===== config.mk =====
export PLATFORM = sky130hd
export DESIGN_NAME = csr_encoder
export DESIGN_NICKNAME = d
export VERILOG_FILES = /design/src/rtl/csr_encoder.sv
export SDC_FILE = /design/constraint.sdc
export NUM_CORES = 1
export LEC_CHECK = 0
export BUFFER_PORTS_ARGS = -buffer_cell sky130_fd_sc_hd__buf_2
export CAP_MARGIN = 20
export CORE_ASPECT_RATIO = 1.75
export CORE_MARGIN = 5
export CORE_UTILIZATION = 40
export DETAILED_ROUTE_END_ITERATION = 10
export PLACE_DENSITY = 0.64
export SYNTH_ARGS = -nofsm -noshare
export SYNTH_HDL_FRONTEND = slang
export SYNTH_SLANG_ARGS = --single-unit

===== constraint.sdc =====
create_clock -name Clk -period 8.9 [get_ports Clk]
set_input_delay 1.78 -clock Clk [delete_from_list [all_inputs] [get_ports Clk]]
set_output_delay 1.78 -clock Clk [all_outputs]
set_load 0.05 [all_outputs]

===== src/rtl/csr_encoder.sv =====
// ---------------------------------------------------------------------------
// csr_encoder
//
// Purpose: writer-side counterpart of the HHT sparse-matrix fetch path.
// Consumes a dense N_ROWS x N_COLS matrix streamed row-major and writes it to
// a single-port synchronous-write memory in CSR form:
//   row pointers   (N_ROWS+1 words) at row_base
//   column indices (one per nonzero) at col_base
//   values         (one per nonzero) at val_base
//
// Optional feature: define CSR_THRESH_EN to add a `thresh` input; elements
// with in_data <= thresh (unsigned) are then dropped like zeros.
//
// Ports:
//   Clk, Rst               clock (rising edge), async active-high reset
//   start                  one-cycle pulse, honoured only in IDLE
//   row_base/col_base/val_base  array base addresses, latched on start
//   thresh                 drop threshold, latched on start (CSR_THRESH_EN)
//   in_valid/in_data/in_ready   dense element stream
//   WR/waddr/wdata         memory write port
//   busy, done             status; done is a one-cycle pulse
//   nnz_count              running / final nonzero count
//   dbg_state_o            current FSM state, for checkers
// ---------------------------------------------------------------------------
module csr_encoder #(
    parameter int N_ROWS = 16,
    parameter int N_COLS = 16,
    parameter int DW     = 32,
    parameter int AW     = 32
) (
    input  logic          Clk,
    input  logic          Rst,
    input  logic          start,
    input  logic [AW-1:0] row_base,
    input  logic [AW-1:0] col_base,
    input  logic [AW-1:0] val_base,
`ifdef CSR_THRESH_EN
    input  logic [DW-1:0] thresh,
`endif
    input  logic          in_valid,
    input  logic [DW-1:0] in_data,
    output logic          in_ready,
    output logic          WR,
    output logic [AW-1:0] waddr,
    output logic [DW-1:0] wdata,
    output logic          busy,
    output logic          done,
    output logic [DW-1:0] nnz_count,
    output logic [2:0]    dbg_state_o
);

    localparam int RW = (N_ROWS > 1) ? $clog2(N_ROWS) : 1;
    localparam int CW = (N_COLS > 1) ? $clog2(N_COLS) : 1;
    localparam logic [RW-1:0] ROW_LAST = RW'(N_ROWS - 1);
    localparam logic [CW-1:0] COL_LAST = CW'(N_COLS - 1);

    typedef enum logic [2:0] {
        S_IDLE    = 3'd0,
        S_PTR0    = 3'd1,
        S_ACCEPT  = 3'd2,
        S_WR_VAL  = 3'd3,
        S_WR_COL  = 3'd4,
        S_WR_RPTR = 3'd5,
        S_DONE    = 3'd6
    } state_t;

    state_t        state_q;
    logic [AW-1:0] row_base_q, col_base_q, val_base_q;
    logic [RW-1:0] row_q;
    logic [CW-1:0] col_q;
    logic [DW-1:0] nnz_q;
    logic          wr_q, busy_q, done_q;
    logic [AW-1:0] waddr_q;
    logic [DW-1:0] wdata_q;
    logic          elem_zero;

`ifdef CSR_THRESH_EN
    logic [DW-1:0] thresh_q;
    assign elem_zero = (in_data <= thresh_q);
`else
    assign elem_zero = (in_data == '0);
`endif

    // Handshake: an element transfers on a rising edge where in_valid && in_ready.
    // in_ready depends only on state, so the producer never sees a combinational
    // path from in_valid back to in_ready; it must hold in_data while waiting.
    assign in_ready    = (state_q == S_ACCEPT);
    assign WR          = wr_q;
    assign waddr       = waddr_q;
    assign wdata       = wdata_q;
    assign busy        = busy_q;
    assign done        = done_q;
    assign nnz_count   = nnz_q;
    assign dbg_state_o = state_q;

    // Outputs are registered and loaded on the edge that enters a state, so the
    // write belonging to a state is on the bus for exactly that state's cycle.
    always_ff @(posedge Clk or posedge Rst) begin
        if (Rst) begin
            state_q    <= S_IDLE;
            row_base_q <= '0;
            col_base_q <= '0;
            val_base_q <= '0;
`ifdef CSR_THRESH_EN
            thresh_q   <= '0;
`endif
            row_q      <= '0;
            col_q      <= '0;
            nnz_q      <= '0;
            wr_q       <= 1'b0;
            busy_q     <= 1'b0;
            done_q     <= 1'b0;
            waddr_q    <= '0;
            wdata_q    <= '0;
        end else begin
            wr_q   <= 1'b0;
            done_q <= 1'b0;
            case (state_q)
                S_IDLE: begin
                    if (start) begin
                        row_base_q <= row_base;
                        col_base_q <= col_base;
                        val_base_q <= val_base;
`ifdef CSR_THRESH_EN
                        thresh_q   <= thresh;
`endif
                        nnz_q      <= '0;
                        row_q      <= '0;
                        col_q      <= '0;
                        busy_q     <= 1'b1;
                        // Row pointer 0 is always 0.
                        wr_q       <= 1'b1;
                        waddr_q    <= row_base;
                        wdata_q    <= '0;
                        state_q    <= S_PTR0;
                    end
                end
                S_PTR0: begin
                    state_q <= S_ACCEPT;
                end
                S_ACCEPT: begin
                    if (in_valid) begin
                        if (!elem_zero) begin
                            wr_q    <= 1'b1;
                            waddr_q <= val_base_q + AW'(nnz_q);
                            wdata_q <= in_data;
                            state_q <= S_WR_VAL;
                        end else if (col_q != COL_LAST) begin
                            col_q <= col_q + CW'(1);
                        end else begin
                            // Dropped last element: close the row with the
                            // count as it stands.
                            wr_q    <= 1'b1;
                            waddr_q <= row_base_q + AW'(row_q) + AW'(1);
                            wdata_q <= nnz_q;
                            col_q   <= '0;
                            state_q <= S_WR_RPTR;
                        end
                    end
                end
                S_WR_VAL: begin
                    wr_q    <= 1'b1;
                    waddr_q <= col_base_q + AW'(nnz_q);
                    wdata_q <= DW'(col_q);
                    state_q <= S_WR_COL;
                end
                S_WR_COL: begin
                    nnz_q <= nnz_q + DW'(1);
                    if (col_q == COL_LAST) begin
                        // Pointer must include the nonzero just written.
                        wr_q    <= 1'b1;
                        waddr_q <= row_base_q + AW'(row_q) + AW'(1);
                        wdata_q <= nnz_q + DW'(1);
                        col_q   <= '0;
                        state_q <= S_WR_RPTR;
                    end else begin
                        col_q   <= col_q + CW'(1);
                        state_q <= S_ACCEPT;
                    end
                end
                S_WR_RPTR: begin
                    if (row_q == ROW_LAST) begin
                        busy_q  <= 1'b0;
                        done_q  <= 1'b1;
                        state_q <= S_DONE;
                    end else begin
                        row_q   <= row_q + RW'(1);
                        state_q <= S_ACCEPT;
                    end
                end
                S_DONE: begin
                    state_q <= S_IDLE;
                end
                default: begin
                    busy_q  <= 1'b0;
                    state_q <= S_IDLE;
                end
            endcase
        end
    end

endmodule


======== Word-level counts from Yosys, hierarchy flattened ========
Index checks and enable logic that the tools add are counted.
storage, ports and cells
  bits in registers ....................... 206
  input port bits ......................... 132
  word-level logic and storage cells ...... 89
operators by class
  bitwise operators ....................... 1
  muxes and demuxes ....................... 39
  add/sub/neg operators ................... 7
  eq/ne operators ......................... 16
  reductions and logical operators ........ 14
operator list
  kind                                            number
  two-way mux 32 bit                              10
  case mux 32 bit (4 select lines)                2
  adder 32 x 1 -> 32 bit (second input constant)  2
  adder 32 bit                                    2
  case mux 32 bit (2 select lines)                1
  adder 32 x 4 -> 32 bit                          1
  logical NOT 32 bit                              1
  two-way mux 4 bit                               6
  two-way mux 3 bit                               6
  case mux 3 bit (6 select lines)                 1
  case mux 4 bit (3 select lines)                 1
  != test 2 bit (second input constant)           5
  == test 3 bit (second input constant)           3
  two-way mux 1 bit                               9
  AND reduction 3 bit                             3
  adder 4 x 1 -> 4 bit (second input constant)    2
  == test 4 bit (second input constant)           2
  case mux 4 bit (2 select lines)                 1
  == test 3 x 2 -> 1 bit (second input constant)  2
  AND reduction 5 bit                             1
  OR reduction 5 bit                              1
  != test 4 bit (second input constant)           1
  case mux 1 bit (4 select lines)                 1
  AND reduction 2 bit                             2
  10 further kinds                                11

======== Depth between registers and ports, before layout ========
  depth after elaboration ................. 6
  depth in mapped cells ................... 13
  mapped depth without buffers ............ 12

======== Worst setup path after synthesis ========
No wires, ideal clock.
  path type ............................... input to register
  from .................................... in in_data[27]
  to ...................................... reg wdata_q[28], in the netlist wdata[28]
  required time ........................... 8,782 ps
  cell stages on the path ................. 9
  path buffers ............................ 1
  path slack .............................. 5,327 ps
  library setup time ...................... 118 ps
  arrival time ............................ 3,455 ps
  cells stage by stage .................... nor4_1 -> nand4_1 -> nor3_2 -> a21o_1 -> inv_2 -> nand2_1 -> clkbuf_1 -> a31oi_1 -> a21o_1
between the ends
  cells in the longest elaborated chain, start to end .. 4
  elaborated cells between the ends (all ways) .. 6
RTL lines
  element                           line  source
  start: declaration                41    input logic [DW-1:0] in_data,
  logical NOT 32 bit (*)            81    assign elem_zero = (in_data == '0);
  two-way mux 32 bit                143   if (!elem_zero) begin
  two-way mux 32 bit                142   if (in_valid) begin
  case mux 32 bit (4 select lines)  118   case (state_q)
  end signal: assignment            146   wdata_q <= in_data;
  end signal: assignment            155   wdata_q <= nnz_q;
  end signal: assignment            164   wdata_q <= DW'(col_q);
  end: declaration                  74    logic [DW-1:0] wdata_q;
Mark *: on every way between the ends. The rest lies on a longest branch, timed or not. The select of a mux whose other input is x is not followed.
A chain may end at the register's enable or synchronous reset.

======== Worst setup path in the final report ========
  from .................................... in in_data[0]
  to ...................................... reg waddr_q[26], in the netlist waddr[26]
between the ends
  cells in the longest elaborated chain, start to end .. 4
  elaborated cells between the ends (all ways) .. 6
RTL lines
  element                           line  source
  logical NOT 32 bit (*)            81
  two-way mux 32 bit                143
  two-way mux 32 bit                142
  case mux 32 bit (4 select lines)  118
  end signal: assignment            133   waddr_q <= row_base;
  end signal: assignment            145   waddr_q <= val_base_q + AW'(nnz_q);
  end signal: assignment            154   waddr_q <= row_base_q + AW'(row_q) + AW'(1);
  end: declaration                  73    logic [AW-1:0] waddr_q;
Marks and branches as above.

==> reports/results.txt <==
leading cell type in the layout, fill and taps excluded - nand2_1
WP data required - 9.33 ns
max cap viols - 0
Critical Path Source Type - input port
ant diodes - 0
status - complete, no violations
Syn Inst Count - 1646
DRT iter0 DRCs - 935
core region area - 33000 µm²
crit path kind - input port to flip-flop
gr usage total - 0.273
fmax - 201 MHz
Initial Utilization - 0.406
synthesized cell area - 13400 µm²
clk buf depth - 3
iteration count of the initial detailed-routing pass - 7
Synth Net Count - 1850
Worst-Margin Slew - 0.969 ns
Mean Syn Cell Area - 8.14 µm²
non-filler cells in the finished layout - 2264
TritonCTS clock tree - done
number of remaining DRC errors - 0
IO Count - 235
RSZ-0062 raised after global routing - no
ratio of cells with drive above 1 in the final layout - 0.168
Post-DP HPWL - 40000 µm
IO Port Bufs - 234
Slew Viols, Final - 0
routability cong. - 1.02
max_slew headroom - 0.354
H-tree levels - 1
Top FF cell, synth - dfrtp_1
hold_ws - 0.473 ns
most frequent cells in the layout - nand2_1 (437), buf_2 (234), dfrtp_1 (206)
final period utilization - 0.558
Die H - 252 µm
maximum VDD drop - 0.184 mV
DRT antenna net count - 0
Post-synth EDFFs - 0
Worst setup EP type - flip-flop
final hold vios - 0
Routed WL - 52500 µm
Clk Latency, worst-skew pair - 0.53 ns
CTS clk-pin slew, worst paths - 0.07 ns
PostCTS Resize Cnt - 0
Total Power - 5.38 mW
first-pass GRT wire length - 78400 µm
CP arrival - 5.40 ns
skew final - 0.0176 ns
Synth cell types - 79
Final min period - 4.97 ns
ys async rst share - 1.00
HP Class - flip-flop to flip-flop
CTS Buf Count - 21
LEAKAGE - 7.98 nW
total grt overflow - 0
Syn-to-layout area delta - 16.6%
largest stage delay on the critical path - 0.78 ns
dpl cells - 2226
FF+latch count, synth - 206
clk sinks - 206
vias in the first global route - 13500
num rows - 88
CP Max Fanout - 35
setup TNS - 0 ns
drt wl/cell - 23.2 µm
root buffer cell - clkbuf_16
chip width - 148 µm
Cell Pwr Density - 344 nW/µm²
Seq/Total Area, Yosys - 0.385
synth warn - 0
Die ar. - 37400 µm²
Vias - 13500
initial antenna violation count - 1
drt via density - 5.94
Layout Utilization - 0.473
# hold bufs at CTS - 0
# setup viols final - 0
Post-CTS Setup Bufs - 0
CP cell instances - buf_2 > nor4_1 > nand4_1 > nor3_2 > a21o_2 > inv_2 > nand2_1 > a2111oi_0 > a311oi_1
pin count of the biggest net entering global routing - 136
Final #Nets - 2049
Slowest-stage cell, CP - nor3_2
layer usage:
metal / track usage / routed length (µm) / vias up / part of all wire
met5: 0 / 0 / - / 0
met4: 0.210 / 5040 / 0 / 0.096
met3: 0.0300 / 2880 / 189 / 0.055
met2: 0.486 / 26500 / 598 / 0.50
met1: 0.292 / 18100 / 6381 / 0.34
li1: - / - / 6284 / -
cell usage after synthesis, drive strengths merged (7+ instances only):
library cell / instances / area (µm²)
nand2: 438 / 1640
dfrtp: 206 / 5150
o21ai: 136 / 681
a21oi: 97 / 485
nor2: 92 / 345
ha: 69 / 863
clkbuf: 64 / 240
a21o: 58 / 437
xor2: 42 / 368
a221oi: 34 / 304
nand3: 34 / 170
xnor2: 34 / 298
nor3: 33 / 170
and3: 29 / 183
inv: 27 / 101
nand4: 16 / 100
nor4: 16 / 100
a31oi: 15 / 109
o22ai: 15 / 93.8
a211oi: 13 / 108
nand2b: 13 / 81.3
and4: 11 / 96.3
o211ai: 10 / 80.1
a21boi: 9 / 67.6
buf: 9 / 46.3
nor2b: 9 / 56.3
o221ai: 9 / 85.1
o21a: 8 / 60.1
and2: 7 / 46.3
o21bai: 7 / 52.6
or3: 7 / 43.8
critical path, delay by kind of cell:
family	cells	cell delay [ns]
buf+inv	2	0.37
compound gates	3	0.71
simple gates	4	2.50
path summary, 6_finish.rpt:
path / endpoint / cells past startpoint / from / slack [ns]
max reg2reg: waddr[26]$_DFFE_PP0P_ / 8 / dbg_state_o[1]$_DFFE_PP0P_ / 5.05
max in group asynchronous: col_base_q[4]$_DFFE_PP0P_ / 3 / Rst / 5.89
min: wdata[26]$_DFFE_PP0P_ / 1 / wdata[26]$_DFFE_PP0P_ / 0.47
min reg2reg: wdata[26]$_DFFE_PP0P_ / 1 / wdata[26]$_DFFE_PP0P_ / 0.47
min in group asynchronous: col_base_q[31]$_DFFE_PP0P_ / 2 / Rst / 1.46
max: waddr[26]$_DFFE_PP0P_ / 9 / in_data[0] / 3.93
kinds of logic (layout without fill, tap and decap cells):
group / after synthesis / after routing / synth area share
buffers and inverters: 100 / 313 / 0.0289
multiplexers: 4 / 4 / 0.00308
AO/OA/AOI/OAI: 462 / 462 / 0.226
adder cells (fa/ha/maj): 72 / 72 / 0.0689
flip-flops: 206 / 206 / 0.385
XOR/XNOR: 76 / 76 / 0.0497
AND/OR/NAND/NOR: 726 / 726 / 0.238
power by group:
part | internal [mW] | switching (mW) | leakage (nW) | total [mW]
Combinational | 0.807 | 2.00 | 5.02 | 2.81
Sequential | 1.32 | 0.341 | 2.62 | 1.66
Clock | 0.512 | 0.402 | 0.331 | 0.914
Total | 2.63 | 2.75 | 7.98 | 5.38
per-stage QoR:
stage               worst slack [ns]  instance area [µm²]
finish                          3.93                15600
global route                    3.78                15600
CTS                             3.96                15600
detailed placement              3.43                14900
global placement                3.48                14900
floorplan                       1.50                13400
cell type report:
cell class	count	area (µm²)
sequential	206	5150
timing repair buffer	249	1300
tap	405	507
multi-input combinational	1340	7880
fill	3353	17400
clock inverter	9	105
clock buffer	28	572
inverter	27	109
state kept, by name (all words and copies together) (netlist names), 4 cells and up:
name and cells:
col_base_q 32, nnz_count 32, row_base_q 32, val_base_q 32, waddr 32, wdata 32
col_q 4, row_q 4
Note: power is estimated with default switching activity, not from simulation.
